## src/rtl/shift_sequencer_if.sv

```systemverilog
// Bus bundle for shift_sequencer: ALU-side request/result signals plus the
// amount/data/result path to the shared 8-bit combinational left shifter.
interface shift_sequencer_if;
  logic       START;
  logic [1:0] OP;
  logic [7:0] DATA;
  logic [7:0] AMOUNT;
  logic [2:0] SH_S;
  logic [7:0] SH_DATA;
  logic [7:0] SH_OUT;
  logic       BUSY;
  logic       DONE;
  logic [7:0] RESULT;

  // Request side (ALU control path) and shifter instance.
  modport master (
    output START, OP, DATA, AMOUNT, SH_OUT,
    input  SH_S, SH_DATA, BUSY, DONE, RESULT
  );

  // The sequencer itself.
  modport slave (
    input  START, OP, DATA, AMOUNT, SH_OUT,
    output SH_S, SH_DATA, BUSY, DONE, RESULT
  );
endinterface

```

## src/rtl/shift_sequencer.sv

```systemverilog
// Multi-cycle SLL/SRL/ROL controller around a shared 8-bit, 0-7 left shifter.
// Optional rotate support is enabled by defining SHIFT_SEQ_ROTATE_EN.
module shift_sequencer (
  input  logic               CLK,
  input  logic               RESET,
  shift_sequencer_if.slave   bus,
  output logic [1:0]         dbg_state
);

  // Handshake: START is sampled only in IDLE; BUSY is high while a request is
  // in flight (SHIFT and DONE); DONE pulses for one cycle with RESULT valid,
  // and RESULT then holds until the next completion.
  typedef enum logic [1:0] {
    S_IDLE  = 2'd0,
    S_SHIFT = 2'd1,
    S_DONE  = 2'd2
  } state_t;

  localparam logic [1:0] OP_SLL = 2'b00;
  localparam logic [1:0] OP_SRL = 2'b01;
`ifdef SHIFT_SEQ_ROTATE_EN
  localparam logic [1:0] OP_ROL = 2'b10;
`endif

  state_t     state_q, state_d;
  logic [1:0] op_q, op_d;
  logic [7:0] work_q, work_d;
  logic [3:0] remain_q, remain_d;
  logic [7:0] result_q, result_d;
  logic [3:0] eff_amt;
  logic [2:0] step;

  function automatic logic [7:0] rev8(input logic [7:0] v);
    logic [7:0] r;
    for (int i = 0; i < 8; i++) r[i] = v[7-i];
    return r;
  endfunction

  always_comb begin
    eff_amt = 4'd0;
    case (bus.OP)
      OP_SLL, OP_SRL: eff_amt = (bus.AMOUNT >= 8'd8) ? 4'd8 : bus.AMOUNT[3:0];
`ifdef SHIFT_SEQ_ROTATE_EN
      OP_ROL:         eff_amt = {1'b0, bus.AMOUNT[2:0]};
`endif
      default:        eff_amt = 4'd0;
    endcase
  end

  assign step = (remain_q > 4'd7) ? 3'd7 : remain_q[2:0];

  always_comb begin
    state_d  = state_q;
    op_d     = op_q;
    work_d   = work_q;
    remain_d = remain_q;
    result_d = result_q;
    case (state_q)
      S_IDLE: begin
        if (bus.START) begin
          op_d     = bus.OP;
          // SRL runs on the left shifter by reversing bits on the way in and out.
          work_d   = (bus.OP == OP_SRL) ? rev8(bus.DATA) : bus.DATA;
          remain_d = eff_amt;
          state_d  = (eff_amt != 4'd0) ? S_SHIFT : S_DONE;
        end
      end
      S_SHIFT: begin
        work_d = bus.SH_OUT;
`ifdef SHIFT_SEQ_ROTATE_EN
        if (op_q == OP_ROL)
          work_d = bus.SH_OUT | (work_q >> (4'd8 - {1'b0, step}));
`endif
        remain_d = remain_q - {1'b0, step};
        if (remain_d == 4'd0) state_d = S_DONE;
      end
      S_DONE:  state_d = S_IDLE;
      default: state_d = S_IDLE;
    endcase
    if (state_d == S_DONE && state_q != S_DONE)
      result_d = (op_d == OP_SRL) ? rev8(work_d) : work_d;
  end

  always_ff @(posedge CLK) begin
    if (RESET) begin
      state_q  <= S_IDLE;
      op_q     <= 2'b00;
      work_q   <= 8'h00;
      remain_q <= 4'd0;
      result_q <= 8'h00;
    end else begin
      state_q  <= state_d;
      op_q     <= op_d;
      work_q   <= work_d;
      remain_q <= remain_d;
      result_q <= result_d;
    end
  end

  assign bus.SH_S    = (state_q == S_SHIFT) ? step : 3'd0;
  assign bus.SH_DATA = work_q;
  assign bus.BUSY    = (state_q != S_IDLE);
  assign bus.DONE    = (state_q == S_DONE);
  assign bus.RESULT  = result_q;
  assign dbg_state   = state_q;

endmodule
```

## src/flat_wrapper.sv

```systemverilog
// flat-port wrapper written by rule: the top's interface ports become plain ports
module shift_sequencer_flat 
  (CLK, RESET, dbg_state, bus_START, bus_OP, bus_DATA, bus_AMOUNT, bus_SH_OUT, bus_SH_S, bus_SH_DATA, bus_BUSY, bus_DONE, bus_RESULT);
  shift_sequencer_if bus_i ();
  input  logic CLK;
  input  logic RESET;
  output logic [1:0] dbg_state;
  input wire logic [$bits(bus_i.START)-1:0] bus_START;
  input wire logic [$bits(bus_i.OP)-1:0] bus_OP;
  input wire logic [$bits(bus_i.DATA)-1:0] bus_DATA;
  input wire logic [$bits(bus_i.AMOUNT)-1:0] bus_AMOUNT;
  input wire logic [$bits(bus_i.SH_OUT)-1:0] bus_SH_OUT;
  output wire logic [$bits(bus_i.SH_S)-1:0] bus_SH_S;
  output wire logic [$bits(bus_i.SH_DATA)-1:0] bus_SH_DATA;
  output wire logic [$bits(bus_i.BUSY)-1:0] bus_BUSY;
  output wire logic [$bits(bus_i.DONE)-1:0] bus_DONE;
  output wire logic [$bits(bus_i.RESULT)-1:0] bus_RESULT;
  assign bus_i.START = bus_START;
  assign bus_i.OP = bus_OP;
  assign bus_i.DATA = bus_DATA;
  assign bus_i.AMOUNT = bus_AMOUNT;
  assign bus_i.SH_OUT = bus_SH_OUT;
  assign bus_SH_S = bus_i.SH_S;
  assign bus_SH_DATA = bus_i.SH_DATA;
  assign bus_BUSY = bus_i.BUSY;
  assign bus_DONE = bus_i.DONE;
  assign bus_RESULT = bus_i.RESULT;
  shift_sequencer u_core (.CLK(CLK), .RESET(RESET), .bus(bus_i), .dbg_state(dbg_state));
endmodule
```

## config.mk

```make
export PLATFORM = sky130hd
export DESIGN_NAME = shift_sequencer_flat
export DESIGN_NICKNAME = d
export VERILOG_FILES = /design/src/rtl/shift_sequencer_if.sv /design/src/rtl/shift_sequencer.sv /design/src/flat_wrapper.sv
export SDC_FILE = /design/constraint.sdc
export NUM_CORES = 1
export LEC_CHECK = 0
export CAP_MARGIN = 20
export CORE_ASPECT_RATIO = 0.7
export CORE_MARGIN = 4
export CORE_UTILIZATION = 34
export CTS_CLUSTER_SIZE = 30
export DETAILED_ROUTE_END_ITERATION = 16
export DONT_BUFFER_PORTS = 1
export SETUP_SLACK_MARGIN = 0.5
export SKIP_CTS_REPAIR_TIMING = 1
export SLEW_MARGIN = 15
export SYNTH_ARGS = -nofsm -noshare
export SYNTH_HDL_FRONTEND = slang
export SYNTH_SLANG_ARGS = --single-unit
```

## constraint.sdc

```tcl
create_clock -name CLK -period 1.9 [get_ports CLK]
set_input_delay 0.475 -clock CLK [delete_from_list [all_inputs] [get_ports CLK]]
set_output_delay 0.475 -clock CLK [all_outputs]
set_load 0.01 [all_outputs]
```

# Word level (Yosys, flattened, before mapping)
# Index checks and enable logic that the tools add are counted.
[word_totals] register_bits=24 output_inout_bits=23 input_bits=29
[classes] order_cmp=2 n_eq_ne=7 add_sub_neg=1 muxes=16 n_reduce_logical=9
[op_table] op="8-bit two-way mux" n=3
[op_table] op="8-bit case mux with 2 select lines" n=1
[op_table] op="4-bit two-way mux" n=3
[op_table] op="2-bit two-way mux" n=5
[op_table] op="8-bit by 4-bit greater-or-equal comparator with 1-bit output (second input constant)" n=1
[op_table] op="4-bit case mux with 2 select lines" n=1
[op_table] op="2-bit by 1-bit equality test with 1-bit output (second input constant)" n=3
[op_table] op="3-bit two-way mux" n=2
[op_table] op="2-bit equality test (second input constant)" n=2
[op_table] op="4-bit by 3-bit > comparator with 1-bit output (second input constant)" n=1
[op_table] op="2-bit zero test" n=2
[op_table] op="4-bit zero test" n=1
[op_table] op="2-bit != test (second input constant)" n=2
[op_table] op="2-bit case mux with 2 select lines" n=1
[op_table] op="2-bit nonzero test" n=2
[op_table] op="4-bit nonzero test" n=1
[op_table] op="4-bit by 3-bit subtractor with 4-bit output" n=1
[op_table] op="2-bit AND reduction" n=1
[op_table] op="2-bit OR reduction" n=1
[op_table] op="1-bit logical AND" n=1

# Logic depth before layout (Yosys ltp)
# Gate-level depths: netlist (run 1).
[logic_depth] ltp_word=9 depth_mapped=8 ltp_nobuf=7

# Worst setup path before layout (run 1)
# Ideal clock, no wire load.
[synth_path] path_type="register to register" startpoint="register u_core.remain_q[3]" endpoint="register u_core.result_q[3] (netlist: u_core.bus.RESULT[3])" period_less_slack_ns=1.940 arrival_ns=1.806 path_buffers=2 setup_ns=0.133 setup_slack_ns=-0.040 stages_incl_launch_ff=9 required_ns=1.767 path_cell_list="dfxtp_1 > clkbuf_1 > nand2_1 > ha_1 > nand4bb_1 > a311oi_4 > a21o_1 > buf_6 > a311oi_1"
[synth_between] elab_chain_len=8
[synth_lines] element="from (decl)" line="shift_sequencer.sv:28" rtl="logic [3:0] remain_q, remain_d;"
[synth_lines] element="from (signal assigned)" line="shift_sequencer.sv:95" rtl="remain_q <= remain_d;"
[synth_lines] element="4-bit by 3-bit > comparator with 1-bit output" line="shift_sequencer.sv:50" rtl="assign step = (remain_q > 4'd7) ? 3'd7 : remain_q[2:0];"
[synth_lines] element="3-bit two-way mux" line="shift_sequencer.sv:50"
[synth_lines] element="4-bit by 3-bit subtractor with 4-bit output *" line="shift_sequencer.sv:74" rtl="remain_d = remain_q - {1'b0, step};"
[synth_lines] element="4-bit zero test *" line="shift_sequencer.sv:75" rtl="if (remain_d == 4'd0) state_d = S_DONE;"
[synth_lines] element="2-bit two-way mux *" line="shift_sequencer.sv:75"
[synth_lines] element="2-bit case mux with 2 select lines *" line="shift_sequencer.sv:58" rtl="case (state_q)"
[synth_lines] element="2-bit equality test *" line="shift_sequencer.sv:80" rtl="if (state_d == S_DONE && state_q != S_DONE)"
[synth_lines] element="1-bit logical AND *" line="shift_sequencer.sv:80"
[synth_lines] element="to (signal assigned)" line="shift_sequencer.sv:96" rtl="result_q <= result_d;"
[synth_lines] element="to (decl)" line="shift_sequencer.sv:29" rtl="logic [7:0] result_q, result_d;"
# Mark *: on every way between the ends. The rest lies on a longest branch, timed or not.
# A chain may end at the register's enable or synchronous reset.

# Worst setup path after layout (run 1)
[layout_path] startpoint="register u_core.state_q[0] (netlist: u_core.dbg_state[0])" endpoint="register u_core.result_q[4] (netlist: u_core.bus.RESULT[4])"
[layout_between] elab_chain_len=4 elab_cells_between_ends=12 classes_between="eq/ne: 4; mux: 6; reduce/logical: 2"
[layout_lines] element="from (decl)" line="shift_sequencer.sv:25" rtl="state_t state_q, state_d;"
[layout_lines] element="from (signal assigned)" line="shift_sequencer.sv:92" rtl="state_q <= state_d;"
[layout_lines] element="2-bit by 1-bit equality test with 1-bit output (tied with other cells)" line="shift_sequencer.sv:58"
[layout_lines] element="2-bit case mux with 2 select lines / 2-bit two-way mux (equally long branches)" line="shift_sequencer.sv:58"
[layout_lines] element="2-bit equality test / 2-bit by 1-bit equality test with 1-bit output (equally long branches)" line="shift_sequencer.sv:80, shift_sequencer.sv:81"
[layout_lines] element="1-bit logical AND / 8-bit two-way mux (equally long branches)" line="shift_sequencer.sv:80, shift_sequencer.sv:81"
# Several ways; a longest one is shown, not always the timed one.

==> results of run 1 <==
[how the worst max path moves through the flow]
stage | slack [ns] | from | cells after the start | endpoint
finish | 0.16 | u_core.dbg_state[0] | 5 | u_core.bus.RESULT[4]
global route | 0.11 | u_core.remain_q[0] | 8 | u_core.bus.RESULT[4]
CTS | -0.05 | u_core.remain_q[1] | 7 | u_core.bus.RESULT[4]
detailed placement | -0.03 | bus_AMOUNT[6] | 5 | u_core.bus.RESULT[4]
global placement | 0.04 | u_core.remain_q[1] | 7 | u_core.bus.RESULT[1]
floorplan | 0.02 | bus_AMOUNT[6] | 5 | u_core.bus.RESULT[3]
[logic make-up after synthesis]
group / count (synthesis) / share of synthesized area
flip-flops: 24 / 0.337
multiplexers: 2 / 0.0175
AO/OA/AOI/OAI: 50 / 0.299
adder cells (fa/ha/maj): 1 / 0.00877
buffers and inverters: 16 / 0.0491
AND/OR/NAND/NOR: 77 / 0.289
[worst max-delay path: stages, from the launching register on]
cell      delay [ns]
dfxtp_4         0.39
or3b_4          0.44
mux2i_2         0.22
buf_6           0.16
nand3_1         0.12
a311oi_2        0.30
[cell usage after synthesis]
| master | number | share of area |
|---|---|---|
| or4_4 | 1 | 0.0079 |
| a311oi_4 | 1 | 0.018 |
| mux2_2 | 1 | 0.0079 |
| buf_1 | 1 | 0.0026 |
| a31oi_1 | 2 | 0.0088 |
| dfxtp_1 | 24 | 0.34 |
| nand2b_1 | 4 | 0.018 |
| a311oi_1 | 8 | 0.049 |
| nor4bb_1 | 1 | 0.0070 |
| o21ba_2 | 2 | 0.014 |
| buf_6 | 1 | 0.0079 |
| nand2_1 | 15 | 0.039 |
| and2b_1 | 1 | 0.0053 |
| inv_1 | 4 | 0.011 |
| nand4bb_1 | 1 | 0.0079 |
| or3b_1 | 1 | 0.0061 |
| nand4_1 | 1 | 0.0044 |
| nor2_1 | 21 | 0.055 |
| a21oi_1 | 5 | 0.018 |
| a211o_1 | 8 | 0.049 |
| o21ai_0 | 2 | 0.0070 |
| or3_1 | 1 | 0.0044 |
| ha_1 | 1 | 0.0088 |
| mux2i_2 | 1 | 0.0096 |
| a41oi_1 | 1 | 0.0061 |
| nand4b_1 | 1 | 0.0061 |
| or2b_1 | 1 | 0.0053 |
| a21o_1 | 1 | 0.0053 |
| clkbuf_1 | 8 | 0.021 |
| a211oi_1 | 9 | 0.047 |
| nor2b_1 | 2 | 0.0088 |
| nand3_1 | 17 | 0.060 |
| buf_2 | 1 | 0.0035 |
| o22a_1 | 10 | 0.061 |
| o31ai_4 | 1 | 0.015 |
| clkbuf_2 | 1 | 0.0035 |
| or2_2 | 1 | 0.0044 |
| and3b_1 | 8 | 0.049 |
[power by group]
| part | internal (mW) | switching [mW] | leakage, nW | total [mW] |
|---|---|---|---|---|
| clock network | 0.150 | 0.171 | 0.0228 | 0.321 |
| registers | 0.552 | 0.0614 | 0.200 | 0.614 |
| logic | 0.200 | 0.220 | 0.478 | 0.420 |
| total | 0.902 | 0.453 | 0.701 | 1.35 |
[layer usage]
layer / wire length [µm] / vias up / share of wire / GRT usage
li1: - / 670 / - / -
met1: 1960 / 678 / 0.43 / 0.221
met2: 2080 / 65 / 0.46 / 0.230
met3: 508 / 6 / 0.11 / 0.0555
met4: 14 / 0 / 0.0031 / 0.0198
met5: 0 / - / 0 / 0
[state kept, by name, indices dropped and copies added (netlist names)]
register	flops
u_core.op_q	2
u_core.bus.RESULT	8
u_core.remain_q	4
u_core.bus.SH_DATA	8
u_core.dbg_state	2
[per-stage QoR]
stage | instances | hold WS (ns) | util | total power [mW] | cell area, µm²
6_report | 236 | 0.256 | 0.463 | 1.35 | 1840
2_1_floorplan | 170 | 0.431 | - | 0.893 | 1520
5_1_grt | 236 | 0.249 | 0.463 | 1.42 | 1840
3_5_place_dp | 221 | 0.442 | 0.395 | 0.954 | 1570
4_1_cts | 225 | 0.258 | 0.407 | 1.27 | 1610
3_3_place_gp | 221 | 0.432 | 0.395 | 0.943 | 1570
[final cells by class]
class | instances | share of cell area
Clock buffer | 4 | 0.0245
Tap cell | 52 | 0.0354
Timing Repair Buffer | 21 | 0.107
Inverter | 4 | 0.00817
Multi-Input combinational cell | 131 | 0.558
Sequential cell | 24 | 0.267
==> results.py, run 1 <==
metrics = {
    "floorplan": {
        "die-area_um2": 5310,
        "die_x_um": 85.4,
        "num_io_pins": 52,
        "start_util": 0.359,
        "fp-row-count": 19,
        "die_h_um": 62.2,
        "core_area_um2": 3970,
    },
    "final_layout": {
        "multiInputGateArea_um2": 1030,
        "nets": 215,
        "layout_common_cells": "dfxtp_1, nand3_1, nor2_1",
        "antenna_cells": 0,
        "regArea_um2": 490,
        "area_delta_synth_final_pct": 28.9,
        "fillCellCount": 372,
        "final_common_cell": "dfxtp_1",
        "drive_above_1_share": 0.310,
    },
    "clock_network": {
        "htreeDepth": 1,
        "cts_root_buf": "clkbuf_8",
        "cts_inserted_buffers": 3,
        "clkSinkCount": 24,
        "cts_tree": "done",
        "insertion_delay_ns": 0.27,
        "clk_pin_slew_worst_paths_ns": 0.09,
        "cts_buffer_depth": 2,
    },
    "synthesis": {
        "syn_area_per_cell_um2": 8.39,
        "seq_area_frac_synth": 0.337,
        "yosys_warnings": 0,
        "synth_area_um2": 1430,
        "synth_seq_cells": 24,
        "netlist_instances": 170,
        "synth.distinct_cells": 38,
        "synth_nets": 200,
    },
    "grt": {
        "grt_start_max_net_pins": 25,
        "grt_pass1_vias": 1300,
        "grt_pass1_wl_mm": 6.76,
        "grtUsageTotal": 0.155,
        "antenna_found_initial": 0,
        "overflow": 0,
    },
    "timing": {
        "period_needed_ns": 1.74,
        "slew_viol_final": 0,
        "grt_setup_unrepaired": "true",
        "setup_viol_count_final": 0,
        "setup_slack_ns": 0.165,
        "max_slew.worst_pin.slew_ns": 0.394,
        "tns_ns": 0,
        "skew_ns": 0.00735,
        "max_freq_ghz": 0.576,
        "post-route-period-util": 0.913,
        "hold_viol_final": 0,
        "max_slew_margin": 0.737,
    },
    "setup_path": {
        "critPathRequiredTime_ns": 2.07,
        "r2r_cells": 5,
        "crit_type": "reg -> reg",
        "worstPathArrival_ns": 1.90,
        "end_kind": "flop",
        "crit_path_max_fanout": 8,
        "rrSetupSlack_ns": 0.16,
        "worstReg2RegEnd": "u_core.bus.RESULT[4]",
        "cp-start-kind": "flop",
        "r2r-start": "u_core.dbg_state[0]",
    },
    "routing": {
        "drt_iter0_drc": 105,
        "drc_errors": 0,
        "wirelength_mm": 4.56,
        "vias_per_cell": 6.01,
        "ant_nets": 0,
        "wire_per_inst_um": 19.3,
        "vias": 1419,
        "drt_pass1_iterations": 4,
    },
    "place": {
        "dp_hpwl_mm": 3.21,
        "pre_cts_ws_ns": -0.0347,
        "io_buffers": 0,
        "gp_congestion": 0.807,
    },
    "job": {
        "drv_cap": 0,
    },
    "min_path": {
        "hp-class": "in -> reg",
        "min_to": "u_core.dbg_state[0]",
        "hold_depth": 1,
        "holdCritStartpoint": "RESET",
    },
    "power_and_ir_drop": {
        "peakVddDrop_mv": 0.635,
        "power_density_nw_per_um2": 737,
        "power_leakage_nw": 0.701,
    },
    "outcome": {
        "status": "complete, no violations",
    },
}
(Power assumes the default switching activity.)
==> run 2: changes to the inputs <==
Settings changed: CAP_MARGIN 20 to unset, PLACE_DENSITY set to 0.48.
==> run 2 against run 1 <==
Maximum frequency about the same. Via count down 2.5%. Clock-buffer cell count unchanged. Largest cell class unchanged.
==> results.py, run 2 (synthesized netlist as in run 1, its figures left out) <==
metrics = {
    "timing": {
        "tns_ns": 0,
        "max_freq_ghz": 0.576,
        "slew_viol_final": 0,
        "setup_viol_count_final": 0,
        "post-route-period-util": 0.913,
        "grt_setup_unrepaired": "true",
        "skew_ns": 0.00215,
        "max_slew.worst_pin.slew_ns": 0.416,
        "period_needed_ns": 1.74,
        "max_slew_margin": 0.722,
        "fin_hold_ws_ns": 0.254,
        "hold_viol_final": 0,
    },
    "grt": {
        "overflow": 0,
        "grt_start_max_net_pins": 25,
        "grtUsageTotal": 0.168,
        "grt_pass1_wl_mm": 7.13,
        "antenna_found_initial": 0,
        "grt_pass1_vias": 1353,
    },
    "setup_path": {
        "crit_type": "reg -> out",
        "crit_path_max_fanout": 8,
        "critPathRequiredTime_ns": 1.42,
        "end_kind": "output port",
        "worstPathArrival_ns": 1.26,
        "startpoint": "u_core.dbg_state[0]",
        "r2r-start": "u_core.remain_q[3]",
        "cp-start-kind": "flop",
    },
    "min_path": {
        "hp-class": "in -> reg",
        "holdCritStartpoint": "RESET",
    },
    "final_layout": {
        "nets": 213,
        "drive_above_1_share": 0.319,
        "regArea_um2": 492,
        "area_delta_synth_final_pct": 26.8,
        "layout_common_cells": "dfxtp_1, nor2_1, nand3_1",
        "final_common_cell": "dfxtp_1",
        "multiInputGateArea_um2": 1000,
        "stdcell_count": 234,
        "antenna_cells": 0,
        "fillCellCount": 397,
    },
    "place": {
        "placedCellCount": 223,
        "dp_hpwl_mm": 3.41,
        "io_buffers": 0,
        "gp_congestion": 0.748,
    },
    "floorplan": {
        "die_x_um": 85.4,
        "num_io_pins": 52,
        "core_area_um2": 3970,
        "fp-row-count": 19,
        "die-area_um2": 5310,
        "start_util": 0.359,
        "die_h_um": 62.2,
    },
    "clock_network": {
        "insertion_delay_ns": 0.27,
        "cts_tree": "done",
        "cts_root_buf": "clkbuf_8",
        "clkSinkCount": 24,
        "clk_pin_slew_worst_paths_ns": 0.09,
        "cts_inserted_buffers": 3,
        "htreeDepth": 1,
        "cts_buffer_depth": 2,
    },
    "power_and_ir_drop": {
        "power.switching_mw": 0.446,
        "p_int_mw": 0.932,
        "p_comb_frac": 0.292,
        "switching_share": 0.324,
        "power_density_nw_per_um2": 763,
        "power_leakage_nw": 0.688,
        "pwr-share-seq": 0.448,
        "peakVddDrop_mv": 0.292,
        "power_mw": 1.38,
        "clkPwrFrac": 0.260,
    },
    "routing": {
        "wire_per_inst_um": 19.8,
        "drt_iter0_drc": 87,
        "drt_pass1_iterations": 4,
        "drc_errors": 0,
        "ant_nets": 0,
        "wirelength_mm": 4.63,
        "vias": 1383,
        "vias_per_cell": 5.91,
    },
    "outcome": {
        "status": "complete, no violations",
    },
    "job": {
        "drv_cap": 0,
    },
}
run 2: cell count changes in the layout (fill, tap and decap cells not counted), sizes merged:
cell	previous run	this run
buf	21	20
a21o	2	1
run 2: per-layer routing:
metal,track usage,part of all wire,vias to the layer above
met1,0.257,0.48,655
met2,0.218,0.40,58
li1,-,-,666
met4,0.0277,0.011,0
met3,0.0713,0.11,4
met5,0,0,-
run 2: power by group through the flow:
stage          registers, mW  clock network, mW  logic, mW
2_1_floorplan          0.610                  0      0.283
3_3_place_gp           0.625                  0      0.333
3_5_place_dp           0.626                  0      0.338
4_1_cts                0.614              0.360      0.340
5_1_grt                0.626              0.380      0.441
6_report               0.618              0.359      0.402
run 2: stage by stage:
stage               cell area [µm²]   util  setup WS, ns
floorplan                      1520      -        0.0206
global placement               1580  0.399        0.0330
detailed placement             1580  0.399       -0.0549
CTS                            1640  0.413      -0.00285
global route                   1810  0.455         0.101
finish                         1810  0.455         0.165
run 2: cell type report:
cell class,instances,area share
well taps,52,0.0360
inverters,4,0.00830
clock buffers,4,0.0304
repair buffers,20,0.0990
flip-flops and latches,24,0.272
multi-input cells,130,0.554
run 2: worst paths after layout:
kind                            slack [ns]              endpoint  cells after the start
worst min register to register        0.46        u_core.op_q[0]                      2
worst min-delay path                  0.25    u_core.remain_q[3]                      1
worst max register to register        0.25  u_core.bus.RESULT[2]                      7
worst max-delay path                  0.16           bus_SH_S[1]                      3
run 2: worst max-delay path: stages, from the launching register on:
cell and delay, ns:
dfxtp_4 0.41, or2b_4 0.31, buf_12 0.15, nor2_4 0.12
